## config.mk

```make
export PLATFORM = sky130hd
export DESIGN_NAME = ring_rr_arbiter
export DESIGN_NICKNAME = d
export VERILOG_FILES = /design/src/rtl/ring_rr_arbiter_pkg.sv /design/src/rtl/ring_rr_arbiter_rr_pick.sv /design/src/rtl/ring_rr_arbiter.sv
export SDC_FILE = /design/constraint.sdc
export NUM_CORES = 1
export LEC_CHECK = 0
export ABC_AREA = 1
export CAP_MARGIN = 20
export CORE_MARGIN = 8
export CORE_UTILIZATION = 47
export CTS_CLUSTER_SIZE = 40
export DETAILED_ROUTE_END_ITERATION = 12
export GPL_ROUTABILITY_DRIVEN = 1
export PLACE_DENSITY = 0.73
export REMOVE_ABC_BUFFERS = 1
export SKIP_CTS_REPAIR_TIMING = 1
export SYNTH_ARGS = -nofsm -noshare
export SYNTH_HDL_FRONTEND = slang
export SYNTH_SLANG_ARGS = --single-unit
```

## constraint.sdc

```tcl
create_clock -name clk -period 1.82 [get_ports clk]
set_input_delay 0.364 -clock clk [delete_from_list [all_inputs] [get_ports clk]]
set_output_delay 0.364 -clock clk [all_outputs]
set_load 0.02 [all_outputs]
```

## src/rtl/ring_rr_arbiter_pkg.sv

```systemverilog
// Shared types, defaults and ring helpers for the one-hot round-robin arbiter.
package ring_rr_arbiter_pkg;

   localparam int unsigned N_DEF        = 4;
   localparam int unsigned MAX_HOLD_DEF = 8;
   localparam int unsigned RING_MAX     = 32;

   typedef enum logic {
      IDLE = 1'b0,
      OWN  = 1'b1
   } state_e;

   // Rotate an n-bit one-hot vector (n <= RING_MAX) right by one; bit 0 wraps to bit n-1.
   function automatic logic [RING_MAX-1:0] rotr1(input logic [RING_MAX-1:0] v,
                                                 input int unsigned         n);
      logic [RING_MAX-1:0] r;
      r = '0;
      for (int unsigned i = 0; i < RING_MAX; i++) begin
         if (i + 1 < n) begin
            r[i] = v[i+1];
         end else if (i + 1 == n) begin
            r[i] = v[0];
         end
      end
      return r;
   endfunction

endpackage

```

## src/rtl/ring_rr_arbiter_rr_pick.sv

```systemverilog
// Combinational wrap-around picker: starts at the ptr bit and walks toward lower indices.
module rr_pick
   import ring_rr_arbiter_pkg::*;
#(
   parameter int unsigned N = N_DEF
) (
   input  logic [N-1:0]         req_i,
   input  logic [N-1:0]         ptr_i,
   output logic [N-1:0]         win_o,
   output logic [$clog2(N)-1:0] win_id_o
);

   localparam int unsigned IDW = $clog2(N);

   always_comb begin
      int unsigned p;
      int unsigned idx;
      logic        found;
      p        = 0;
      idx      = 0;
      found    = 1'b0;
      win_o    = '0;
      win_id_o = '0;
      for (int unsigned i = 0; i < N; i++) begin
         if (ptr_i[i]) p = i;
      end
      for (int unsigned k = 0; k < N; k++) begin
         idx = (p + N - k) % N;
         if (!found && req_i[idx]) begin
            found      = 1'b1;
            win_o[idx] = 1'b1;
            win_id_o   = IDW'(idx);
         end
      end
   end

endmodule

```

## src/rtl/ring_rr_arbiter.sv

```systemverilog
// Round-robin arbiter with a one-hot rotating priority ring and bounded grant tenure.
module ring_rr_arbiter
   import ring_rr_arbiter_pkg::*;
#(
   parameter int unsigned N        = N_DEF,
   parameter int unsigned MAX_HOLD = MAX_HOLD_DEF
) (
   input  logic                 clk,
   input  logic                 reset,
   input  logic [N-1:0]         req,
   output logic [N-1:0]         grant,
   output logic [$clog2(N)-1:0] gnt_id,
   output logic                 busy,
   output logic [N-1:0]         ptr
);

   localparam int unsigned IDW = $clog2(N);
   localparam int unsigned HW  = $clog2(MAX_HOLD + 1);
   localparam logic [N-1:0] PTR_RST = {1'b1, {(N-1){1'b0}}};

   state_e         state_q,  state_d;
   logic [N-1:0]   grant_q,  grant_d;
   logic [IDW-1:0] gnt_id_q, gnt_id_d;
   logic           busy_q,   busy_d;
   logic [N-1:0]   ptr_q,    ptr_d;
   logic [HW-1:0]  hold_q,   hold_d;

   logic [N-1:0]   win;
   logic [IDW-1:0] win_id;

   rr_pick #(.N(N)) u_pick (
      .req_i    (req),
      .ptr_i    (ptr_q),
      .win_o    (win),
      .win_id_o (win_id)
   );

   // Next-state: arbitrate in IDLE, count tenure and release in OWN.
   always_comb begin
      state_d  = state_q;
      grant_d  = grant_q;
      gnt_id_d = gnt_id_q;
      busy_d   = busy_q;
      ptr_d    = ptr_q;
      hold_d   = hold_q;
      case (state_q)
         IDLE: begin
            if (|req) begin
               grant_d  = win;
               gnt_id_d = win_id;
               busy_d   = 1'b1;
               hold_d   = HW'(1);
               state_d  = OWN;
            end
         end
         OWN: begin
            if (!(|(req & grant_q)) || (hold_q == HW'(MAX_HOLD))) begin
               grant_d  = '0;
               gnt_id_d = '0;
               busy_d   = 1'b0;
               hold_d   = '0;
               ptr_d    = N'(rotr1(RING_MAX'(grant_q), N));
               state_d  = IDLE;
            end else begin
               hold_d = hold_q + HW'(1);
            end
         end
         default: state_d = IDLE;
      endcase
   end

   always_ff @(posedge clk or negedge reset) begin
      if (!reset) begin
         state_q  <= IDLE;
         grant_q  <= '0;
         gnt_id_q <= '0;
         busy_q   <= 1'b0;
         ptr_q    <= PTR_RST;
         hold_q   <= '0;
      end else begin
         state_q  <= state_d;
         grant_q  <= grant_d;
         gnt_id_q <= gnt_id_d;
         busy_q   <= busy_d;
         ptr_q    <= ptr_d;
         hold_q   <= hold_d;
      end
   end

   assign grant  = grant_q;
   assign gnt_id = gnt_id_q;
   assign busy   = busy_q;
   assign ptr    = ptr_q;

endmodule
```

==> out/results.ini <==
[power]
power.ir.vdd_worst_mv = 1.406
power.static_leakage_nw = 0.9311
power-per-cell-area_nw_per_um2 = 2167
totalPowerFinal_w = 0.003820

[global_route]
grt_pass1_wl_microns = 5747
antenna_violations_before_repair = 0
grt_pass1_vias = 1320
globalRouteTotalUtil_pct = 15.48
grt_busiest_layer = met2
grt_start_max_net_pins = 17
grt_util_met2_pct = 25.67
overflow = 0
grt_use_met1_pct = 19.48
groute.layer.met3.usage_pct = 4.746

[synthesis]
synthesis.yosys.warnings = 0
synth-seq-cells = 16
postSynthCellCount = 175
post_synth.cell_area_avg_sq_um = 7.328
synthesis.area_sq_um = 1282
ys_types = 23
seq_area_frac_synth_pct = 31.32

[place]
postPlaceCellArea_sq_um = 1647
placedCellCount = 245
globalplace.congestion = 0.8714
io_buffers = 16
dpl.hpwl_microns = 2563

[sta]
finalCritPeriodShare_pct = 99.98
setup-violations-final = 0
fin_worst_skew_ps = 8.429
fmaxAchievable_mhz = 549.5
slew_headroom_pct = 80.06
setup_tns_ps = 0
maxSlewViolCount = 0
timing_hold_violations_final = 0
grt_setup_unrepaired = yes
min_period_ps = 1820
worst_pin_slew_ps = 297.9

[worst_setup_path]
cp.required_ps = 2060
timing.critical_path.slowest_cell_delay_ps = 420
cell_family_with_the_largest_share_of_critical_path_delay = simple AND/OR/NAND/NOR gates
crit_path_top_delay_cell = sky130_fd_sc_hd__dfrtp_1
worst_path_cell_chain = nor2_2 -> inv_2 -> ha_4 -> inv_2 -> nand3_4 -> nand2_4 -> nor2_2 -> nand3_1 -> nand3_1 -> nand2_1 -> nand2_1
endpoint_kind = flop
worst-path-buf-inv = 2
worst_path_maximum_fanout = 7
timing.setup.critical_path_class = flop to flop
cp.arrival_ps = 2060
start_kind = flop

[die]
die_h_microns = 68.24
area_of_the_die_sq_um = 4656
core_area_sq_um = 2663
floorplan.die.width_microns = 68.24
initial_utilization_pct = 48.17
std_cell_rows = 19
ioPinCount = 17

[final_layout]
postLayoutCoreUtil_pct = 66.21
post_route_cells_drive_above_1_share_pct = 27.15
areaGrowthSynthToFinish_pct = 37.46
finalNetCount = 238
nFillCells = 225
final_cell_count_no_fill = 252
insertedDiodeCount = 0
postLayoutCellArea_sq_um = 1763

[detailed_routing]
antenna_left = 0
routed_wl_microns = 3431
dr_total_vias = 1325
drc = 0
viasPerCell = 5.258
detailedRoute.firstIterationViolations = 60
firstDrtPassIters = 4
wire_per_inst_microns = 13.62

[cts]
htree_levels = 1
clk_lat_worst_skew_ps = 300
cts-root-buf = sky130_fd_sc_hd__clkbuf_4
clock_tree_from_tritoncts = done
maximum_buffer_depth_of_the_clock_tree = 2
cts_sinks = 16
worst_setup_hold_path_clk_slew_ps = 100
tritoncts.num_buffers = 3

[run]
cap_viol_max_count = 0

[status]
outcome = complete, no violations

[min_path]
hold_path_class = primary input to asynchronous set/reset pin

## where the power goes
part           internal (W)  switching [W]
registers          0.000488       0.000103
clock network      0.000122       0.000121
logic               0.00126        0.00172
total               0.00187        0.00195
## per-layer routing
layer	share of wire (%)	vias to the layer above
li1	-	666
met2	48	34
met5	0	-
met3	6.2	8
met4	1.7	0
met1	44	617
## final timing paths
check	from	endpoint	slack [ps]	cells past startpoint
min reg2reg	ptr[0]	ptr[0]	500	2
min in group clk	ptr[0]	ptr[0]	500	2
min	reset	hold_q[2]	370	2
max reg2reg	ptr[2]	grant[0]	0.3	11
max in group asynchronous	reset	ptr[3]	1210	2
max	ptr[2]	grant[0]	0.3	11
## state kept, by name, indices dropped and copies added, names as in the netlist
name / cells
busy: 1
gnt_id: 2
state_q: 1
hold_q: 4
ptr: 4
grant: 4
## cells in the final DEF (no fill, tap or decap), types with 2 or more instances in the layout
master / instances
sky130_fd_sc_hd__nor2_2: 2
sky130_fd_sc_hd__clkdlybuf4s50_1: 14
sky130_fd_sc_hd__nand3_1: 37
sky130_fd_sc_hd__nand3_2: 8
sky130_fd_sc_hd__o21ai_1: 3
sky130_fd_sc_hd__dlymetal6s2s_1: 2
sky130_fd_sc_hd__clkbuf_4: 3
sky130_fd_sc_hd__inv_1: 19
sky130_fd_sc_hd__inv_2: 4
sky130_fd_sc_hd__nand2_4: 6
sky130_fd_sc_hd__o22ai_1: 2
sky130_fd_sc_hd__ha_1: 9
sky130_fd_sc_hd__nor2_1: 5
sky130_fd_sc_hd__dfrtp_1: 15
sky130_fd_sc_hd__nor2_4: 2
sky130_fd_sc_hd__o21ai_0: 5
sky130_fd_sc_hd__xor2_1: 2
sky130_fd_sc_hd__buf_4: 26
sky130_fd_sc_hd__nand2_2: 4
sky130_fd_sc_hd__nand2_1: 43
## Yosys cell counts
cell type | n | area share, %
sky130_fd_sc_hd__nor2_1 | 5 | 1.5
sky130_fd_sc_hd__nand2_1 | 45 | 13
sky130_fd_sc_hd__clkinv_1 | 1 | 0.29
sky130_fd_sc_hd__a21oi_1 | 1 | 0.39
sky130_fd_sc_hd__nor2_2 | 1 | 0.49
sky130_fd_sc_hd__nor2_4 | 2 | 1.8
sky130_fd_sc_hd__inv_1 | 20 | 5.9
sky130_fd_sc_hd__inv_2 | 3 | 0.88
sky130_fd_sc_hd__nand3_2 | 4 | 3.1
sky130_fd_sc_hd__dfstp_2 | 1 | 2.0
sky130_fd_sc_hd__o21ai_1 | 3 | 1.2
sky130_fd_sc_hd__nor4_1 | 1 | 0.49
sky130_fd_sc_hd__buf_6 | 2 | 1.8
sky130_fd_sc_hd__nand3_1 | 42 | 16
sky130_fd_sc_hd__nand2_2 | 2 | 0.98
sky130_fd_sc_hd__o31ai_1 | 1 | 0.59
sky130_fd_sc_hd__a211oi_1 | 1 | 0.59
sky130_fd_sc_hd__nand2_4 | 6 | 5.3
sky130_fd_sc_hd__o22ai_1 | 2 | 0.98
sky130_fd_sc_hd__o21ai_0 | 5 | 2.0
sky130_fd_sc_hd__ha_1 | 10 | 9.8
sky130_fd_sc_hd__dfrtp_1 | 15 | 29
sky130_fd_sc_hd__xor2_1 | 2 | 1.4
## logic make-up after synthesis
logic type / share of synthesized area [%]
flip-flops: 31.32
adder cells (fa/ha/maj): 9.756
AO/OA/AOI/OAI: 5.658
buffers and inverters: 8.780
XOR/XNOR: 1.366
AND/OR/NAND/NOR: 43.12
## through the flow
stage | hold slack, ps | setup slack (ps)
detailed placement | 483.0 | -122.5
global placement | 472.8 | -65.27
global route | 384.8 | -86.39
finish | 366.8 | 0.2882
CTS | 373.8 | -77.65
floorplan | 68.41 | -224.9
## layout make-up
type                       instances  area [sq um]  area share (%)
multi-input combinational        134         824.5           46.77
sequential                        16         401.6           22.78
tap                               31         38.79           2.200
clock buffer                       4         36.28           2.058
inverter                          24         90.09           5.110
timing repair buffer              43         371.6           21.08
Note: power is estimated with default switching activity, not from simulation.
